`src/rtl/bus_xfer_ctrl_pkg.sv`:
```
`default_nettype none
// ============================================================================
//  Module      : bus_xfer_ctrl_pkg
//  Description : Shared definitions for the register-bus transfer sequencer:
//                register codes, code legality check and FSM state encoding.
//  Revision    : 1.0 - initial release
// ============================================================================
package bus_xfer_ctrl_pkg;

    // Register codes as seen on the bus-mux select and the load-strobe index
    localparam logic [3:0] CODE_RA = 4'b0000;
    localparam logic [3:0] CODE_RB = 4'b0001;
    localparam logic [3:0] CODE_RC = 4'b0010;
    localparam logic [3:0] CODE_R1 = 4'b0011;
    localparam logic [3:0] CODE_R2 = 4'b0100;
    localparam logic [3:0] CODE_R3 = 4'b0101;
    localparam logic [3:0] CODE_DR = 4'b0110;
    localparam logic [3:0] CODE_AR = 4'b0111;
    localparam logic [3:0] CODE_AC = 4'b1001;
    localparam logic [3:0] CODE_PC = 4'b1010;

    // Sequencer states
    typedef enum logic [1:0] {
        IDLE  = 2'd0,
        DRIVE = 2'd1,
        LOAD  = 2'd2
    } xfer_state_t;

    // A code is legal when it names one of the registers above; the argument
    // is zero-extended by the caller so any code width can be checked.
    function automatic logic code_is_legal(input logic [31:0] code);
        return (code <= {28'd0, CODE_AR}) ||
               (code == {28'd0, CODE_AC}) ||
               (code == {28'd0, CODE_PC});
    endfunction

endpackage : bus_xfer_ctrl_pkg
`default_nettype wire

```
`src/rtl/bus_xfer_ctrl_fifo.sv`:
```
`default_nettype none
// ============================================================================
//  Module      : xfer_fifo
//  Description : Small synchronous FIFO for queued transfer requests. Pointers
//                carry one extra wrap bit so full and empty are distinct.
//  Revision    : 1.0 - initial release
// ============================================================================
module xfer_fifo #(
    parameter int DEPTH = 2,
    parameter int WIDTH = 8
) (
    input  logic             clk,
    input  logic             rst_n,
    input  logic             push,
    input  logic [WIDTH-1:0] wdata,
    input  logic             pop,
    output logic [WIDTH-1:0] rdata,
    output logic             full,
    output logic             empty
);

    localparam int         AW        = (DEPTH > 1) ? $clog2(DEPTH) : 1;
    localparam logic [AW:0] c_ptr_one = (AW + 1)'(1);

    logic [WIDTH-1:0] r_mem [DEPTH];
    logic [AW:0]      r_wptr;
    logic [AW:0]      r_rptr;
    logic             w_do_push;
    logic             w_do_pop;

    // A push into a full queue is dropped so queued entries are never overwritten
    assign w_do_push = push && !full;
    assign w_do_pop  = pop && !empty;

    assign empty = (r_wptr == r_rptr);
    assign full  = (r_wptr[AW] != r_rptr[AW]) &&
                   (r_wptr[AW-1:0] == r_rptr[AW-1:0]);
    assign rdata = r_mem[r_rptr[AW-1:0]];

    // Pointer update; reset empties the queue
    always_ff @(posedge clk or negedge rst_n) begin
        if (!rst_n) begin
            r_wptr <= '0;
            r_rptr <= '0;
        end else begin
            if (w_do_push) r_wptr <= r_wptr + c_ptr_one;
            if (w_do_pop)  r_rptr <= r_rptr + c_ptr_one;
        end
    end

    // Storage write; contents are only meaningful between the pointers
    always_ff @(posedge clk) begin
        if (w_do_push) r_mem[r_wptr[AW-1:0]] <= wdata;
    end

endmodule : xfer_fifo
`default_nettype wire

```
`src/rtl/bus_xfer_ctrl.sv`:
```
`default_nettype none
// ============================================================================
//  Module      : bus_xfer_ctrl
//  Description : Register-bus transfer sequencer. Queues (src, dst) requests,
//                drives the bus-mux select, then pulses one load strobe.
//  Revision    : 1.0 - initial release
// ============================================================================
module bus_xfer_ctrl #(
    parameter int FIFO_DEPTH = 2,
    parameter int CODE_W     = 4
) (
    input  logic              clk,
    input  logic              rst_n,
    input  logic              req_valid,
    output logic              req_ready,
    input  logic [CODE_W-1:0] req_src,
    input  logic [CODE_W-1:0] req_dst,
    input  logic              hold,
    output logic [CODE_W-1:0] bus_sel,
    output logic [15:0]       ld_en,
    output logic              xfer_done,
    output logic              xfer_err,
    output logic              busy
);

    import bus_xfer_ctrl_pkg::*;

    xfer_state_t         r_state,   w_state_nxt;
    logic [CODE_W-1:0]   r_bus_sel, w_bus_sel_nxt;
    logic [CODE_W-1:0]   r_dst,     w_dst_nxt;
    logic [15:0]         r_ld_en,   w_ld_en_nxt;
    logic                r_done,    w_done_nxt;
    logic                r_err,     w_err_nxt;

    logic                w_pop;
    logic                w_fifo_full;
    logic                w_fifo_empty;
    logic [2*CODE_W-1:0] w_head;
    logic [CODE_W-1:0]   w_head_src;
    logic [CODE_W-1:0]   w_head_dst;
    logic                w_head_legal;

    xfer_fifo #(
        .DEPTH (FIFO_DEPTH),
        .WIDTH (2 * CODE_W)
    ) u_fifo (
        .clk   (clk),
        .rst_n (rst_n),
        .push  (req_valid),
        .wdata ({req_src, req_dst}),
        .pop   (w_pop),
        .rdata (w_head),
        .full  (w_fifo_full),
        .empty (w_fifo_empty)
    );

    assign w_head_src   = w_head[2*CODE_W-1:CODE_W];
    assign w_head_dst   = w_head[CODE_W-1:0];
    assign w_head_legal = code_is_legal(32'(w_head_src)) &&
                          code_is_legal(32'(w_head_dst));

    // Next-state and next-output decode; strobes default to zero every cycle
    always_comb begin
        w_state_nxt   = r_state;
        w_bus_sel_nxt = r_bus_sel;
        w_dst_nxt     = r_dst;
        w_ld_en_nxt   = '0;
        w_done_nxt    = 1'b0;
        w_err_nxt     = 1'b0;
        w_pop         = 1'b0;
        case (r_state)
            // LOAD ends its strobe cycle exactly like IDLE: fetch the next
            // entry if one is waiting, which gives two-cycle throughput.
            IDLE, LOAD: begin
                w_state_nxt = IDLE;
                if (!w_fifo_empty) begin
                    w_pop = 1'b1;
                    if (w_head_legal) begin
                        w_bus_sel_nxt = w_head_src;
                        w_dst_nxt     = w_head_dst;
                        w_state_nxt   = DRIVE;
                    end else begin
                        w_err_nxt = 1'b1;
                    end
                end
            end
            // Bus settle cycle; hold stretches it before committing the load
            DRIVE: begin
                if (!hold) begin
                    w_ld_en_nxt = 16'd1 << r_dst;
                    w_done_nxt  = 1'b1;
                    w_state_nxt = LOAD;
                end
            end
            default: w_state_nxt = IDLE;
        endcase
    end

    // State and output registers; reset drops the load strobe immediately
    always_ff @(posedge clk or negedge rst_n) begin
        if (!rst_n) begin
            r_state   <= IDLE;
            r_bus_sel <= '0;
            r_dst     <= '0;
            r_ld_en   <= '0;
            r_done    <= 1'b0;
            r_err     <= 1'b0;
        end else begin
            r_state   <= w_state_nxt;
            r_bus_sel <= w_bus_sel_nxt;
            r_dst     <= w_dst_nxt;
            r_ld_en   <= w_ld_en_nxt;
            r_done    <= w_done_nxt;
            r_err     <= w_err_nxt;
        end
    end

    assign req_ready = !w_fifo_full;
    assign busy      = (r_state != IDLE) || !w_fifo_empty;
    assign bus_sel   = r_bus_sel;
    assign ld_en     = r_ld_en;
    assign xfer_done = r_done;
    assign xfer_err  = r_err;

endmodule : bus_xfer_ctrl
`default_nettype wire

```
`config.mk`:
```
export PLATFORM = sky130hd
export DESIGN_NAME = bus_xfer_ctrl
export DESIGN_NICKNAME = d
export VERILOG_FILES = /design/src/rtl/bus_xfer_ctrl_pkg.sv /design/src/rtl/bus_xfer_ctrl_fifo.sv /design/src/rtl/bus_xfer_ctrl.sv
export SDC_FILE = /design/constraint.sdc
export NUM_CORES = 1
export LEC_CHECK = 0
export ABC_AREA = 1
export ABC_CLOCK_PERIOD_IN_PS = 2000
export CORE_ASPECT_RATIO = 1.2
export CORE_MARGIN = 3
export CORE_UTILIZATION = 51
export DETAILED_ROUTE_END_ITERATION = 8
export PLACE_DENSITY = 0.87
export SLEW_MARGIN = 0
export SYNTH_ARGS = -nofsm -noshare
export SYNTH_HDL_FRONTEND = slang
export SYNTH_SLANG_ARGS = --single-unit
export TNS_END_PERCENT = 30
```
`constraint.sdc`:
```
create_clock -name clk -period 2 [get_ports clk]
set_input_delay 0.4 -clock clk [delete_from_list [all_inputs] [get_ports clk]]
set_output_delay 0.4 -clock clk [all_outputs]
set_load 0.02 [all_outputs]
```
==> results of run 1 <==
-- what timing repair did --
item,CTS,global route
setup endpoints to repair,2,0
buffers inserted,1,0
gates resized for setup,3,0
-- kinds of logic (layout without fill, tap and decap cells) --
family,Yosys count,count (layout),share of synthesized area (%)
AOI/OAI and AO/OA,6,6,1.91
and+or+nand+nor,103,103,25.3
xor gates and xnor gates,4,4,2.55
DFF,48,48,65.3
buffers and inverters,20,65,4.91
-- synthesized netlist by cell type --
| cell | count | area share [%] |
|---|---|---|
| dfrtp_1 | 32 | 41 |
| nand2_1 | 52 | 9.9 |
| nand2_2 | 2 | 0.64 |
| nand3_2 | 2 | 1.0 |
| buf_8 | 1 | 0.77 |
| o21ai_2 | 2 | 0.89 |
| edfxtp_1 | 16 | 24 |
| nand2_4 | 2 | 1.1 |
| o21ai_1 | 1 | 0.25 |
| inv_1 | 17 | 3.3 |
| nand3_4 | 1 | 0.89 |
| nand3_1 | 8 | 2.0 |
| nor3_2 | 1 | 0.51 |
| nor2_4 | 1 | 0.57 |
| inv_4 | 1 | 0.32 |
| nor2_2 | 1 | 0.32 |
| o21ai_0 | 1 | 0.25 |
| nand4_1 | 8 | 2.6 |
| nor3_1 | 1 | 0.25 |
| a21oi_1 | 2 | 0.51 |
| xor2_2 | 2 | 1.7 |
| nor2_1 | 23 | 4.4 |
| buf_6 | 1 | 0.57 |
| xor2_1 | 2 | 0.89 |
| nor2_8 | 1 | 1.0 |
-- layer usage --
| metal | global-route usage (%) | up-vias | share of wire [%] |
|---|---|---|---|
| met5 | 0 | - | 0 |
| met4 | 7.11 | 0 | 2.3 |
| met3 | 4.98 | 10 | 5.3 |
| met2 | 28.9 | 34 | 56 |
| met1 | 12.7 | 587 | 36 |
| li1 | - | 669 | - |
-- power by group through the flow --
| stage | clock network [W] | registers [W] | logic [W] |
|---|---|---|---|
| floorplan | 0 | 0.00156 | 0.00120 |
| global placement | 0 | 0.00150 | 0.00165 |
| detailed placement | 0 | 0.00151 | 0.00169 |
| CTS | 0.000584 | 0.00149 | 0.00173 |
| global route | 0.000631 | 0.00152 | 0.00191 |
| finish | 0.000565 | 0.00149 | 0.00171 |
-- cell usage in the layout (no fill, tap or decap), types with 2 or more instances in the layout --
cell and n:
clkinv_2 2, dlygate4sd2_1 2, nor2_4 2, nand2_1 52, dfrtp_1 32, edfxtp_1 16, nand4_1 8, a21oi_1 2
nand2_4 2, nand2_2 2, xor2_1 2, nand3_2 2, xor2_2 2, nor2_1 23, clkdlybuf4s50_1 33, clkbuf_8 6
nand3_1 8, buf_4 4, inv_1 17, o21ai_2 2
-- final cells by class --
| class | count | area, um^2 |
|---|---|---|
| Fill cell | 286 | 1190 |
| Clock inverter | 2 | 10.0 |
| Sequential cell | 48 | 1280 |
| Clock buffer | 6 | 82.6 |
| Multi-Input combinational cell | 113 | 589 |
| Tap cell | 52 | 65.1 |
| Inverter | 18 | 70.1 |
| Timing Repair Buffer | 39 | 378 |
-- final timing paths --
kind	start	endpoint	slack [ps]	depth (start not counted)
setup / recovery	u_fifo.r_wptr[1]$_DFFE_PN0P_	busy	100	4
hold / removal	rst_n	ld_en[13]$_DFF_PN0_	490	2
setup reg to reg	u_fifo.r_rptr[0]$_DFFE_PN0P_	bus_sel[0]$_DFFE_PN0P_	450	11
hold reg to reg	bus_sel[0]$_DFFE_PN0P_	bus_sel[0]$_DFFE_PN0P_	500	2
max in group asynchronous	rst_n	u_fifo.r_rptr[1]$_DFFE_PN0P_	1230	2
min in group clk	bus_sel[0]$_DFFE_PN0P_	bus_sel[0]$_DFFE_PN0P_	500	2
-- critical path, cell delays in order, from the launching register on --
cell	delay [ps]
dfrtp_1	430
xor2_2	220
nor2_4	190
nand2_1	60
dlygate4sd2_1	310
-- sequential cells by signal, summed over array words and instances, names as in the netlist --
signal,cells
bus_sel,4
u_fifo.r_wptr,2
u_fifo.r_mem,16
xfer_err,1
xfer_done,1
u_fifo.r_rptr,2
r_state,2
ld_en,16
r_dst,4
-- metrics by stage --
step | cell area (um^2) | cells | setup WS [ps] | util, % | hold WS (ps)
2_1_floorplan | 1960 | 181 | 281 | - | 104
3_3_place_gp | 2370 | 269 | 147 | 64.8 | 455
3_5_place_dp | 2370 | 269 | 124 | 64.8 | 471
4_1_cts | 2480 | 278 | 77.7 | 67.6 | 494
5_1_grt | 2480 | 278 | 13.1 | 67.6 | 521
6_report | 2480 | 278 | 97.9 | 67.6 | 491
==> metrics.cfg, run 1 <==
[cts]
cts_buffers = 5
clk_pin_slew_ps = 80
clockBufferDepth = 2
cts-root-buf = clkbuf_8
clock_latency_ps = 300
tritoncts = done
clock-sinks = 48
cts_htree_levels = 2
holdBufCountCts = 0

[yosys]
synth_seq_cells = 48
avgSynthCellArea_um2 = 10.8
syn_inst = 181
yosysWarnings = 0
syn_area_mm2 = 0.00196
synth_nets = 193
ys_seq_area_share_pct = 65.3
synth.distinct_cells = 25

[timing]
setup_violations = 0
worst_pin_slew_ps = 378
max_slew_margin_pct = 74.8
skew_ps = 5.74
rsz0062_at_grt = false
hold_violations = 0
slew_violations = 0
finalSetupTns_ps = 0
layout_min_cycle_time_ps = 1900
finalCritPeriodShare_pct = 95.1
max_freq_mhz = 526

[final_layout]
syn2layout_area_growth_pct = 26.2
drive_gt1_share_pct = 12.4
nNetsFinal = 237
antennaDiodeCount = 0

[detailed_routing]
ant_nets = 0
avgViaCountPerCell = 4.68
vias = 1300
drt-wirelength-per-cell_um = 10.5
first_iter_violations = 27
drtPass1Iterations = 4
wl_um = 2920
drc = 0

[pwr]
total_power_w = 0.00376
switching_share_pct = 41.1
pwr-share-comb_pct = 45.3
ir_drop_uv = 912
pwr-share-seq_pct = 39.7
leakage_nw = 1.13
power_density_mw_per_mm2 = 1520
pwr-share-clk_pct = 15.0
intPower_w = 0.00222
netSwitchingPower_w = 0.00155

[die]
die_x_um = 62.6
rows = 24
ios = 36
die_height_um = 73.9
core_area_mm2 = 0.00366
start_util_pct = 53.6
dieArea_mm2 = 0.00463

[setup_path]
worstSetupPathType = register to output pin
worstPathRequired_ps = 1600
crit_fanout = 3
cp.arrival_ps = 1500
crit_path_end_kind = output pin
start_kind = register

[hold_path]
hp-class = input port to asynchronous set/reset pin

[flow_run]
maxCapViolations = 0

[global_route]
overflow = 0
antenna_found_initial = 0
grt_max_degree = 33
grt_first_pass_wirelength_um = 5120
grt_pass1_vias = 1264
grt.total_usage_pct = 14.4

[placement]
dp_hpwl_um = 2210
gp_congestion = 0.769
portBuffers = 35

[run_status]
outcome = completed

(Power assumes the default switching activity.)
==> run 2: changes to the inputs <==
--- a/config.mk
+++ b/config.mk
@@ -11,7 +11,9 @@
 export CORE_MARGIN = 3
 export CORE_UTILIZATION = 51
 export DETAILED_ROUTE_END_ITERATION = 8
+export GPL_ROUTABILITY_DRIVEN = 0
 export PLACE_DENSITY = 0.87
+export REMOVE_ABC_BUFFERS = 1
 export SLEW_MARGIN = 0
 export SYNTH_ARGS = -nofsm -noshare
 export SYNTH_HDL_FRONTEND = slang
==> run 2 against run 1 <==
Worst setup slack improved by 17 ps. Highest routed layer unchanged. First-iteration DRC count is 15% lower. Final cell count shrank 0.36%.
==> metrics.cfg, run 2 (synthesized netlist as in run 1, its figures left out) <==
[run_status]
outcome = completed

[cts]
clk_pin_slew_ps = 80
cts_buffers = 5
clock_latency_ps = 290
tritoncts = done
cts_htree_levels = 2
clock-sinks = 48
ctsResizeCount = 3
holdBufCountCts = 0
cts_setup_buffers = 0
cts-root-buf = clkbuf_8
clockBufferDepth = 2

[final_layout]
final_util_pct = 67.7
antennaDiodeCount = 0
layout_common_cells = 52 x nand2_1, 33 x clkdlybuf4s50_1, 32 x dfrtp_1
final_common_cell = nand2_1
fill_cells = 280
drive_gt1_share_pct = 11.6
nNetsFinal = 236
syn2layout_area_growth_pct = 26.3

[pwr]
switching_share_pct = 40.4
pwr-share-comb_pct = 44.1
intPower_w = 0.00224
pwr-share-clk_pct = 16.1
leakage_nw = 1.13
ir_drop_uv = 912
pwr-share-seq_pct = 39.8
netSwitchingPower_w = 0.00152
power_density_mw_per_mm2 = 1520

[placement]
portBuffers = 35
dp_hpwl_um = 2210

[timing]
skew_ps = 6.41
layout_min_cycle_time_ps = 1890
setup_violations = 0
max_slew_margin_pct = 75.3
slew_violations = 0
finalCritPeriodShare_pct = 94.3
finalSetupTns_ps = 0
max_freq_mhz = 530
hold_violations = 0
worst_pin_slew_ps = 371
rsz0062_at_grt = false

[detailed_routing]
drtPass1Iterations = 4
avgViaCountPerCell = 4.56
vias = 1264
wl_um = 2790
drt-wirelength-per-cell_um = 10.1
drc = 0
first_iter_violations = 23
ant_nets = 0

[setup_path]
worst-path-buf-inv = 1
start_kind = register
cp_cell_sequence = xor2_2 -> nor2_4 -> nand2_1 -> dlygate4sd2_1
crit_slowest_cell = dfrtp_1
worstSetupPathType = register to output pin
crit_fanout = 3
cp.arrival_ps = 1490
cp_top_family = flip-flops
worstPathRequired_ps = 1600
max_stage_delay_ps = 420
crit_path_end_kind = output pin

[die]
dieArea_mm2 = 0.00463
die_x_um = 62.6
ios = 36
die_height_um = 73.9
core_area_mm2 = 0.00366
rows = 24
start_util_pct = 53.6

[global_route]
grt.total_usage_pct = 14.0
grt_first_pass_wirelength_um = 4950
grt_max_degree = 33
overflow = 0
antenna_found_initial = 0
grt_pass1_vias = 1206

[hold_path]
hp-class = register to register

[flow_run]
maxCapViolations = 0

-- run 2: cell types whose count changed in the layout (fill, tap and decap cells not counted), sizes merged --
cell,change
clkinv,-1
clkbuf,+1
buf,-1
-- run 2: power by group through the flow --
stage | combinational [W] | clock [W] | sequential (W)
finish | 0.00166 | 0.000603 | 0.00150
global route | 0.00188 | 0.000661 | 0.00153
CTS | 0.00168 | 0.000622 | 0.00150
detailed placement | 0.00169 | 0 | 0.00151
global placement | 0.00165 | 0 | 0.00150
floorplan | 0.00110 | 0 | 0.00160
-- run 2: worst min-delay path, delay by kind of cell (launching register included) --
kind | cells | cell delay [ps]
flip-flops | 1 | 360
AND/OR/NAND/NOR | 2 | 100
-- run 2: layer usage --
metal | up-vias | share of wire (%) | track usage, %
met1 | 562 | 39 | 13.3
met4 | 0 | 2.4 | 9.31
met3 | 6 | 4.4 | 4.23
met5 | - | 0 | 0
met2 | 31 | 54 | 26.3
li1 | 665 | - | -
-- run 2: cell type report --
type | instances | area [um^2] | area share (%)
clock buffer | 7 | 97.6 | 3.94
clock inverter | 1 | 5.00 | 0.202
inverter | 18 | 70.1 | 2.83
multi-input combinational | 113 | 589 | 23.8
sequential | 48 | 1280 | 51.7
tap | 52 | 65.1 | 2.62
timing repair buffer | 38 | 370 | 14.9
-- run 2: worst paths after layout --
check / depth (start not counted) / startpoint / slack (ps) / to
min reg2reg: 2 / bus_sel[3]$_DFFE_PN0P_ / 480 / bus_sel[3]$_DFFE_PN0P_
min: 2 / bus_sel[3]$_DFFE_PN0P_ / 480 / bus_sel[3]$_DFFE_PN0P_
min in group asynchronous: 2 / rst_n / 490 / ld_en[4]$_DFF_PN0_
max in group asynchronous: 2 / rst_n / 1230 / xfer_err$_DFF_PN0_
max: 4 / u_fifo.r_wptr[1]$_DFFE_PN0P_ / 110 / busy
max reg2reg: 11 / u_fifo.r_rptr[0]$_DFFE_PN0P_ / 450 / bus_sel[1]$_DFFE_PN0P_
-- run 2: per-stage QoR --
stage | cells | setup WS [ps] | power (W) | hold slack [ps] | area [um^2]
floorplan | 179 | 83.9 | 0.00270 | 104 | 1940
global placement | 269 | 144 | 0.00315 | 464 | 2370
detailed placement | 269 | 139 | 0.00320 | 465 | 2370
CTS | 277 | 93.0 | 0.00380 | 486 | 2480
global route | 277 | 49.1 | 0.00407 | 536 | 2480
finish | 277 | 115 | 0.00376 | 484 | 2480
